==> src/rtl/player_motion_ctrl.sv <==
// player_motion_ctrl: per-frame player jump/fall physics, steering, scroll requests and death detect.
// Define PLAYER_WRAP_EN for horizontal wrap-around; the default build clamps pos_x on screen.
//
// state | meaning
// IDLE  | waiting for start, frame ticks ignored
// RISE  | vel_y <= 0, moving up or at apex, land ignored
// FALL  | vel_y > 0, land bounces, floor kills
// DEAD  | hit bottom, all held until start
module player_motion_ctrl #(
  parameter int SCREEN_W = 640,
  parameter int SCREEN_H = 480,
  parameter int PLAYER_W = 40,
  parameter int PLAYER_H = 40,
  parameter int START_X  = 300,
  parameter int START_Y  = 400,
  parameter int SCROLL_Y = 160,
  parameter int JUMP_V   = 12,
  parameter int GRAVITY  = 1,
  parameter int MAX_FALL = 12,
  parameter int STEP_X   = 4
) (
  input  logic       clk,
  input  logic       rst_n,
  input  logic       frame_tick,
  input  logic       start,
  input  logic       btn_left,
  input  logic       btn_right,
  input  logic       land,
  output logic [9:0] pos_x,
  output logic [9:0] pos_y,
  output logic [7:0] vel_y,
  output logic [1:0] state,
  output logic       bounce,
  output logic       scroll_vld,
  output logic [5:0] scroll_amt,
  output logic       dead
);

  typedef enum logic [1:0] {IDLE = 2'd0, RISE = 2'd1, FALL = 2'd2, DEAD = 2'd3} state_t;

  localparam logic signed [11:0] SCROLL_Y12 = 12'(SCROLL_Y);
  localparam logic signed [11:0] FLOOR12    = 12'(SCREEN_H - PLAYER_H);
  localparam logic [9:0]         SCROLL_Y10 = 10'(SCROLL_Y);
  localparam logic [9:0]         FLOOR10    = 10'(SCREEN_H - PLAYER_H);
  localparam logic [9:0]         START_X10  = 10'(START_X);
  localparam logic [9:0]         START_Y10  = 10'(START_Y);
  localparam logic signed [7:0]  JUMP8      = 8'(JUMP_V);
  localparam logic signed [8:0]  GRAV9      = 9'(GRAVITY);
  localparam logic signed [8:0]  MAXF9      = 9'(MAX_FALL);
  localparam logic signed [10:0] STEP11     = 11'(STEP_X);
`ifdef PLAYER_WRAP_EN
  localparam logic signed [10:0] SW11       = 11'(SCREEN_W);
`else
  localparam logic signed [10:0] XMAX11     = 11'(SCREEN_W - PLAYER_W);
`endif

  state_t             state_q;
  logic [9:0]         pos_x_q, pos_y_q;
  logic signed [7:0]  vel_y_q;
  logic               bounce_q, scroll_vld_q, dead_q;
  logic [5:0]         scroll_amt_q;

  logic signed [10:0] x_tmp;
  logic [9:0]         x_d;
  logic signed [11:0] y_tmp;
  logic               scroll_d;
  logic [5:0]         amt_d;
  logic signed [8:0]  vel_inc;
  logic signed [7:0]  vel_d;

  always_comb begin
    x_tmp = $signed({1'b0, pos_x_q});
    if (btn_left && !btn_right)
      x_tmp = x_tmp - STEP11;
    else if (btn_right && !btn_left)
      x_tmp = x_tmp + STEP11;
`ifdef PLAYER_WRAP_EN
    if (x_tmp < 11'sd0)
      x_d = 10'(x_tmp + SW11);
    else if (x_tmp >= SW11)
      x_d = 10'(x_tmp - SW11);
    else
      x_d = 10'(x_tmp);
`else
    if (x_tmp < 11'sd0)
      x_d = '0;
    else if (x_tmp > XMAX11)
      x_d = 10'(XMAX11);
    else
      x_d = 10'(x_tmp);
`endif
    // Pre-update velocity moves the sprite; the new velocity takes effect next frame.
    y_tmp    = $signed({2'b00, pos_y_q}) + $signed({{4{vel_y_q[7]}}, vel_y_q});
    scroll_d = (y_tmp < SCROLL_Y12);
    amt_d    = 6'(SCROLL_Y12 - y_tmp);
    vel_inc  = $signed({vel_y_q[7], vel_y_q}) + GRAV9;
    vel_d    = (vel_inc > MAXF9) ? 8'(MAXF9) : 8'(vel_inc);
  end

  always_ff @(posedge clk) begin
    if (!rst_n) begin
      state_q      <= IDLE;
      pos_x_q      <= START_X10;
      pos_y_q      <= START_Y10;
      vel_y_q      <= '0;
      bounce_q     <= 1'b0;
      scroll_vld_q <= 1'b0;
      scroll_amt_q <= '0;
      dead_q       <= 1'b0;
    end else begin
      bounce_q     <= 1'b0;
      scroll_vld_q <= 1'b0;
      case (state_q)
        IDLE: begin
          if (start) begin
            vel_y_q <= -JUMP8;
            state_q <= RISE;
          end
        end
        RISE, FALL: begin
          if (frame_tick) begin
            pos_x_q      <= x_d;
            pos_y_q      <= scroll_d ? SCROLL_Y10 : 10'(y_tmp);
            scroll_vld_q <= scroll_d;
            scroll_amt_q <= scroll_d ? amt_d : '0;
            if (state_q == FALL && land) begin
              vel_y_q  <= -JUMP8;
              state_q  <= RISE;
              bounce_q <= 1'b1;
            end else if (state_q == FALL && y_tmp >= FLOOR12) begin
              pos_y_q <= FLOOR10;
              vel_y_q <= '0;
              state_q <= DEAD;
              dead_q  <= 1'b1;
            end else begin
              vel_y_q <= vel_d;
              state_q <= (vel_d > 8'sd0) ? FALL : RISE;
            end
          end
        end
        DEAD: begin
          if (start) begin
            state_q      <= IDLE;
            pos_x_q      <= START_X10;
            pos_y_q      <= START_Y10;
            vel_y_q      <= '0;
            scroll_amt_q <= '0;
            dead_q       <= 1'b0;
          end
        end
        default: state_q <= IDLE;
      endcase
    end
  end

  assign pos_x      = pos_x_q;
  assign pos_y      = pos_y_q;
  assign vel_y      = vel_y_q;
  assign state      = state_q;
  assign bounce     = bounce_q;
  assign scroll_vld = scroll_vld_q;
  assign scroll_amt = scroll_amt_q;
  assign dead       = dead_q;

endmodule

==> config.mk <==
export PLATFORM = sky130hd
export DESIGN_NAME = player_motion_ctrl
export DESIGN_NICKNAME = d
export VERILOG_FILES = /design/src/rtl/player_motion_ctrl.sv
export SDC_FILE = /design/constraint.sdc
export NUM_CORES = 1
export LEC_CHECK = 0
export BUFFER_PORTS_ARGS = -buffer_cell sky130_fd_sc_hd__buf_2
export CORE_MARGIN = 8
export CORE_UTILIZATION = 40
export DETAILED_ROUTE_END_ITERATION = 8
export HOLD_SLACK_MARGIN = 0.1
export PLACE_DENSITY = 0.7
export SLEW_MARGIN = 20
export SYNTH_ARGS = -nofsm -noshare
export SYNTH_HDL_FRONTEND = slang
export SYNTH_SLANG_ARGS = --single-unit
==> constraint.sdc <==
create_clock -name clk -period 5.1 [get_ports clk]
set_clock_uncertainty 0.05 [all_clocks]
set_input_delay 0.51 -clock clk [delete_from_list [all_inputs] [get_ports clk]]
set_output_delay 0.51 -clock clk [all_outputs]
set_load 0.02 [all_outputs]
# == Word level (Yosys, flattened, before mapping) ==
# Cells that the tools add are included.
# word_totals
register_bits,39
input_bits,7
out_inout_bits,39
elab_cells,77
# classes
n_addsub,5
order_cmp,6
n_eq_ne,8
n_mux,37
n_reduce_logical,13
# op_table
op,count
2-to-1 mux 10 bit,9
2-to-1 mux 8 bit,6
case mux 10 bit (2 select lines),2
case mux 8 bit (3 select lines),1
2-to-1 mux 11 bit,2
2-to-1 mux 6 bit,3
adder 11 x 8 -> 12 bit,1
"greater-or-equal comparator 12 x 10 -> 1 bit, second input constant",1
"less-than comparator 12 x 9 -> 1 bit, second input constant",1
2-to-1 mux 2 bit,6
case mux 6 bit (2 select lines),1
"adder 10 x 3 -> 11 bit, second input constant",1
"> comparator 11 bit, second input constant",1
"less-than comparator 11 x 1 -> 1 bit, second input constant",1
"subtractor 10 x 3 -> 11 bit, second input constant",1
"!= test 2 bit, second input constant",5
"adder 8 x 2 -> 9 bit, second input constant",1
"> comparator 9 x 5 -> 1 bit, second input constant",1
AND reduction 3 bit,3
"> comparator 8 x 1 -> 1 bit, second input constant",1
case mux 2 bit (3 select lines),1
"subtractor 6 bit, first input constant",1
2-to-1 mux 1 bit,5
AND reduction 5 bit,1
other kinds (8),13

# == Logic depth before layout (Yosys ltp) ==
# Gate-level depths: netlist (run 1).
# depth
depth_word,9
ltp_mapped,11
depth_no_buf,9

# == Worst setup path before layout (run 1) ==
# No wires, ideal clock.
# synth_timing
kind,register to register
from,"reg vel_y_q[0], in the netlist vel_y[0]"
to,"reg pos_y_q[4], in the netlist pos_y[4]"
setup_time_ns,0.122
t_arrival_ns,2.804
required_time_ns,4.928
path_slack_ns,2.124
stages_incl_launch_ff,11
path_buffers,1
period_less_slack_ns,2.976
path_cell_list,dfxtp_1 > ha_1 > fa_1 > a21oi_2 > o211ai_4 > and4b_1 > or3_4 > a311oi_2 > buf_4 > nor2_1 > o32a_1
# synth_between
elab_chain_cells,7
word_cells_on_any_way,9
cone_classes,1 x add/sub; 2 x order compare; 5 x mux; 1 x reduce/logical
# synth_rtl
element,line,rtl
"start, declared",59,logic signed [7:0] vel_y_q;
"start signal, assigned",116,vel_y_q <= -JUMP8;
"start signal, assigned",127,vel_y_q <= -JUMP8;
"start signal, assigned",136,vel_y_q <= vel_d;
adder 11 x 8 -> 12 bit (*),93,"y_tmp = $signed({2'b00, pos_y_q}) + $signed({{4{vel_y_q[7]}}, vel_y_q});"
less-than comparator 12 x 9 -> 1 bit / greater-or-equal comparator 12 x 10 -> 1 bit (equally long branches),"94, 130",
2-to-1 mux 10 bit / logical AND 1 bit (equally long branches),"123, 130",
2-to-1 mux 10 bit,130,end else if (state_q == FALL && y_tmp >= FLOOR12) begin
2-to-1 mux 10 bit (*),126,if (state_q == FALL && land) begin
2-to-1 mux 10 bit (*),121,if (frame_tick) begin
case mux 10 bit (2 select lines) (*),113,case (state_q)
"end signal, assigned",123,pos_y_q <= scroll_d ? SCROLL_Y10 : 10'(y_tmp);
"end, declared",58,"logic [9:0] pos_x_q, pos_y_q;"
# Every way passes the cells marked *; elsewhere a longest branch is shown, timed or not. The select of a mux whose other input is x is not followed.
# A chain may end at the register's enable or synchronous reset.

# == Final worst setup path (run 1) ==
# Same ends and word-level chain as after synthesis.

==> results.tsv, run 1 <==
metric	value	unit
run_status	completed	
synth-async-reset-ratio	0	
root_buffer	clkbuf_8	
grt_pass1_wl	13800	um
grt_overflow_total	0	
ys.flop_type	dfxtp_1	
initial_utilization	0.409	
max_freq	289	MHz
insertedDiodeCount	0	
yosys_warnings	0	
path_clk_slew	70	ps
tns	0	ps
clock_sinks	37	
synth.avg_cell_area	8.17	um2
clock_path_buffers	2	
rows	31	
final_area	3320	um2
cpMaxStageDelayCell	a311oi_2	
first_iter_violations	210	
drv_slew	0	
fin_ws	1640	ps
placed_area	3220	um2
drc	0	
routedWlPerCell	16.4	um
rsz0062_at_grt	no	
fp.dieArea	10400	um2
critPathCaptureType	register	
post-cts-setup-buffers	0	
place_ws	1680	ps
grt_pass1_vias	2831	
tightest_slew	969	ps
core_area	7210	um2
path_cells	ha_1 -> fa_1 -> a21oi_2 -> o211ai_4 -> and4b_1 -> or3_4 -> a311oi_2 -> nor2_1 -> o32a_1	
post_cts_resized	0	
post-route-period-util	0.679	
vias	2897	
leakagePower	1.39	nW
hold_violations	0	
areaGrowthSynthToFinish	12.8	%
placedCellCount	490	
total_power	2.14	mW
power_density	643	nW/um2
hold_buffers	0	
dieWidth	102	um
setup_violations	0	
cp.arrival	3600	ps
gp_congestion	0.944	
grt_use_met1	0.211	
grt_max_degree	16	
die_h	102	um
seq_area_frac_synth	0.251	
ys_ff_latch	37	
use_met3	0.0198	
slowest_delay	700	ps
synth_edf_count	0	
ios	46	
crit_required	5230	ps
synth_cell_type_count	71	
hp-class	register to register	
slew_headroom	0.349	
nets	425	
antenna_found_initial	0	
netlist_area	2950	um2
cts_tree	built	
htreeDepth	2	
critical_path_class	register to register	
cp_max_fo	11	
layout_min_cycle_time	3460	ps
grtUsageMet2	0.268	
drt_pre_antenna_iters	5	
cp-start-kind	register	
ant_nets	0	
maxCapViolCount	0	
grt_usage	0.162	
fin_cells	497	
portBuffers	43	
via_per_inst	5.83	
top_usage_layer	met2	
clk_latency	290	ps
drt-total-wl	8130	um
ir_drop	0.562	mV
dp_hpwl	6420	um
drive_above_1_share	0.166	
netlist_instances	361	
cts_buffers	5	
-- worst max-delay path, delay by kind of cell, from the launching register on --
family                     cells  cell delay (ps)
AOI/OAI and AO/OA              4             1410
adders and majority gates      2              690
and+or+nand+nor                3              790
DFF                            1              410
-- path summary, 6_finish.rpt --
check / from / endpoint / slack (ps) / cells after the start
max: vel_y[0] / pos_y[4] / 1640 / 9
min: scroll_amt[1] / scroll_amt[1] / 430 / 1
max reg2reg: vel_y[0] / pos_y[4] / 1640 / 9
min reg2reg: scroll_amt[1] / scroll_amt[1] / 430 / 1
-- report_power, final --
part	internal [mW]	switching, mW
sequential	0.362	0.117
clock	0.142	0.104
combinational	0.541	0.870
-- final cells by class --
type                    count  area (um2)
clock buffers               5        68.8
repair buffers             44         223
inverters                  15        56.3
flip-flops and latches     37         741
multi-input cells         295        2080
fillers                   757        3890
clock inverters             2        35.0
well taps                  99         124
-- per-stage QoR --
stage	utilization	hold WS (ps)
floorplan	-	523
global placement	0.446	409
detailed placement	0.446	413
CTS	0.461	432
global route	0.461	457
finish	0.461	428
-- flip-flops by register name, indices dropped and copies added (netlist names) --
signal      flops
scroll_vld      1
bounce          1
pos_x           8
scroll_amt      6
dead            1
state           2
vel_y           8
pos_y          10
-- logic make-up (layout without fill, tap and decap cells) --
kind of cell    Yosys count  in the layout  share of synthesized area
buf+inv                  30             66                     0.0454
xor+xnor                 19             19                     0.0565
flops                    37             37                      0.251
compound gates          123            123                      0.311
other cells               1              2                    0.00127
fa+ha+maj                20             20                     0.0874
mux                       3              3                     0.0106
simple gates            128            128                      0.237
-- synthesized netlist by cell type, drive strengths merged, types with 4 or more instances --
cell type  instances  area, um2
o21a               4       30.0
a211oi             5       37.5
o21ai             18       90.1
nand3b             6       45.0
nor2b              5       31.3
nand2b             6       37.5
clkbuf             9       33.8
nor2              27        101
o2111ai            4       35.0
a32o               5       50.1
and3               6       37.5
xor2              10       87.6
nand3             12       65.1
or3                6       42.5
o211ai             6       58.8
xnor2              9       78.8
a21oi             32        179
inv               14       52.6
a22o               9       78.8
ha                19        238
dfxtp             37        741
nand2             27        101
a31oi              6       37.5
nor3               8       40.0
buf                6       43.8
and2               5       31.3
-- layout by cell type (no fill, tap or decap), types with 6 or more instances in the layout --
cell type | Yosys | final
a21oi_1 | 29 | 29
nand3b_1 | 6 | 6
a22o_1 | 9 | 9
nand2_1 | 27 | 27
nor3_1 | 8 | 8
and3_1 | 6 | 6
nor2_1 | 27 | 27
buf_2 | 2 | 43
xor2_1 | 10 | 10
a31oi_1 | 6 | 6
xnor2_1 | 9 | 9
inv_1 | 14 | 14
nand3_1 | 11 | 11
nand2b_1 | 6 | 6
dfxtp_1 | 37 | 37
o21ai_0 | 16 | 16
ha_1 | 19 | 19
-- per-layer routing --
metal  share of wire  vias up
li1                -     1433
met1            0.47     1387
met2            0.47       66
met3           0.042       11
met4           0.016        0
met5               0        -
No activity file was read; power rests on OpenSTA's default activity.
==> inputs of run 2 (changes only) <==
--- a/config.mk
+++ b/config.mk
@@ -5,12 +5,13 @@
 export SDC_FILE = /design/constraint.sdc
 export NUM_CORES = 1
 export LEC_CHECK = 0
+export ABC_AREA = 1
 export BUFFER_PORTS_ARGS = -buffer_cell sky130_fd_sc_hd__buf_2
 export CORE_MARGIN = 8
 export CORE_UTILIZATION = 40
 export DETAILED_ROUTE_END_ITERATION = 8
 export HOLD_SLACK_MARGIN = 0.1
-export PLACE_DENSITY = 0.7
+export PLACE_DENSITY = 0.72
 export SLEW_MARGIN = 20
 export SYNTH_ARGS = -nofsm -noshare
 export SYNTH_HDL_FRONTEND = slang
==> constraint.sdc (replaced) <==
create_clock -name clk -period 2.8 [get_ports clk]
set_clock_uncertainty 0.05 [all_clocks]
set_input_delay 0.28 -clock clk [delete_from_list [all_inputs] [get_ports clk]]
set_output_delay 0.28 -clock clk [all_outputs]
set_load 0.02 [all_outputs]
==> results.tsv, run 2 <==
metric	value	unit
ys_top_cells_by_count	162 x nand2_1, 67 x inv_1, 53 x nand3_1	
ir_drop	0.378	mV
clk_latency	290	ps
drc	0	
tns	0	ps
yosys.area.top_type	dfxtp_1	
first_iter_violations	296	
post-route-util	0.481	
hold_violations	0	
ios	46	
path_clk_slew	70	ps
dp_hpwl	6810	um
cp.arrival	2660	ps
layout_min_cycle_time	2490	ps
crit_required	2970	ps
drive_above_1_share	0.151	
fillers	755	
synth_edf_count	0	
setup_violations	0	
gp_congestion	0.952	
rr_startpoint	vel_y[0]	
ys.flop_type	dfxtp_1	
hold_slack	243	ps
total_power	2.77	mW
routedWlPerCell	13.0	um
htreeDepth	2	
slew_headroom	0.473	
drv_slew	0	
synth-async-reset-ratio	0	
fp.dieArea	10600	um2
largest_register_ffs	10	
grt_usage	0.162	
grt_overflow_total	0	
vias	3413	
crit_start	vel_y[0]	
final_common_cell	nand2_1	
drt-total-wl	8530	um
hp-class	input port to register	
yosysMostFrequentCell	nand2_1	
power_density	793	nW/um2
cp-start-kind	register	
hold-path-cell-count	2	
final_cell_mix	161 x nand2_1, 67 x inv_1, 53 x nand3_1	
run_status	completed	
critPathCaptureType	register	
insertedDiodeCount	0	
post-route-period-util	0.890	
cts_buffers	5	
cts_tree	built	
rr_worst_depth	16	
leakagePower	1.83	nW
grt_pass1_vias	3025	
nets	582	
ys_ff_latch	37	
worst_r2r_endpoint	vel_y[7]	
synth_cell_type_count	32	
grt_pass1_wl	13900	um
synth_top_area_share	0.246	
core_area	7250	um2
cp_max_fo	10	
netlist_instances	504	
regToRegSetupSlack	310	ps
rsz0062_at_grt	no	
initial_utilization	0.415	
die_h	103	um
drt_pre_antenna_iters	5	
root_buffer	clkbuf_8	
max_freq	401	MHz
via_per_inst	5.21	
areaGrowthSynthToFinish	16.0	%
cp-endpoint	vel_y[7]	
grt_max_degree	25	
antenna_found_initial	0	
clock_sinks	37	
synth.avg_cell_area	5.97	um2
netlist_area	3010	um2
maxCapViolCount	0	
seq_area_frac_synth	0.246	
tightest_slew	790	ps
dieWidth	103	um
clock_path_buffers	2	
synthTopCellsByArea	dfxtp_1 25%, nand2_1 20%, nand3_1 8.8%, inv_1 8.4%, ha_1 7.9%	
critical_path_class	register to register	
rows	31	
yosys_warnings	0	
portBuffers	43	
ant_nets	0	
run 2: final cells by class:
type,count,area (um2),share of cell area
multi-input cells,388,1970,0.564
flip-flops and latches,37,742,0.212
repair buffers,55,318,0.0910
inverters,68,255,0.0731
well taps,99,124,0.0355
clock buffers,6,72.6,0.0208
clock inverters,2,10.0,0.00287
run 2: routing by layer:
layer / share of wire / vias up / wire length [um] / track usage
met5: 0 / - / 0 / 0
met4: 0.015 / 0 / 125 / 0.0389
met3: 0.077 / 13 / 653 / 0.0338
met2: 0.46 / 122 / 3890 / 0.267
met1: 0.45 / 1562 / 3860 / 0.211
li1: - / 1716 / - / -
run 2: worst min path at each step:
stage,from,to,slack (ps)
after floorplan,rst_n,vel_y[4],370
after global placement,scroll_amt[4],scroll_amt[4],400
after detailed placement,scroll_amt[3],scroll_amt[3],410
after CTS,rst_n,pos_x[5],250
after global routing,rst_n,pos_x[2],250
final,rst_n,pos_x[5],240
run 2: timing repair:
| item | in CTS | in global routing |
|---|---|---|
| hold buffers | 0 | 0 |
| resized for setup | 0 | 5 |
| setup buffers | 0 | 2 |
| setup endpoints to repair | 0 | 21 |
run 2: power by group:
group | leakage (nW) | total, mW | switching, mW | internal, mW
sequential | 0.302 | 0.705 | 0.0948 | 0.610
combinational | 1.48 | 1.70 | 1.10 | 0.604
clock | 0.0450 | 0.362 | 0.190 | 0.172
total | 1.83 | 2.77 | 1.38 | 1.39
run 2: per-stage QoR:
step	std cells	area, um2	worst slack, ps
floorplan	505	3010	427
global placement	645	3370	193
detailed placement	645	3370	69.3
CTS	653	3450	49.2
global route	655	3490	49.1
finish	655	3490	307
run 2: cells by family after synthesis:
group	synth area share
adder cells (fa/ha/maj)	0.0857
AO/OA/AOI/OAI	0.0965
AND/OR/NAND/NOR	0.436
XOR/XNOR	0.0291
buffers and inverters	0.105
other	0.00125
flip-flops	0.246
run 2: worst max-delay path, stage by stage, from the launching register on:
cell and delay, ps:
dfxtp_2 370, ha_2 220, fa_2 370, nand2_1 90, nand3_1 110, nand2_1 100
nand2_1 70, nand2_2 120, nor2_1 60, nand2_1 70, nand2_1 50, nand3_1 90
nand2_2 100, nand2_4 130, nand2_2 70, or2_0 200, a21oi_1 150
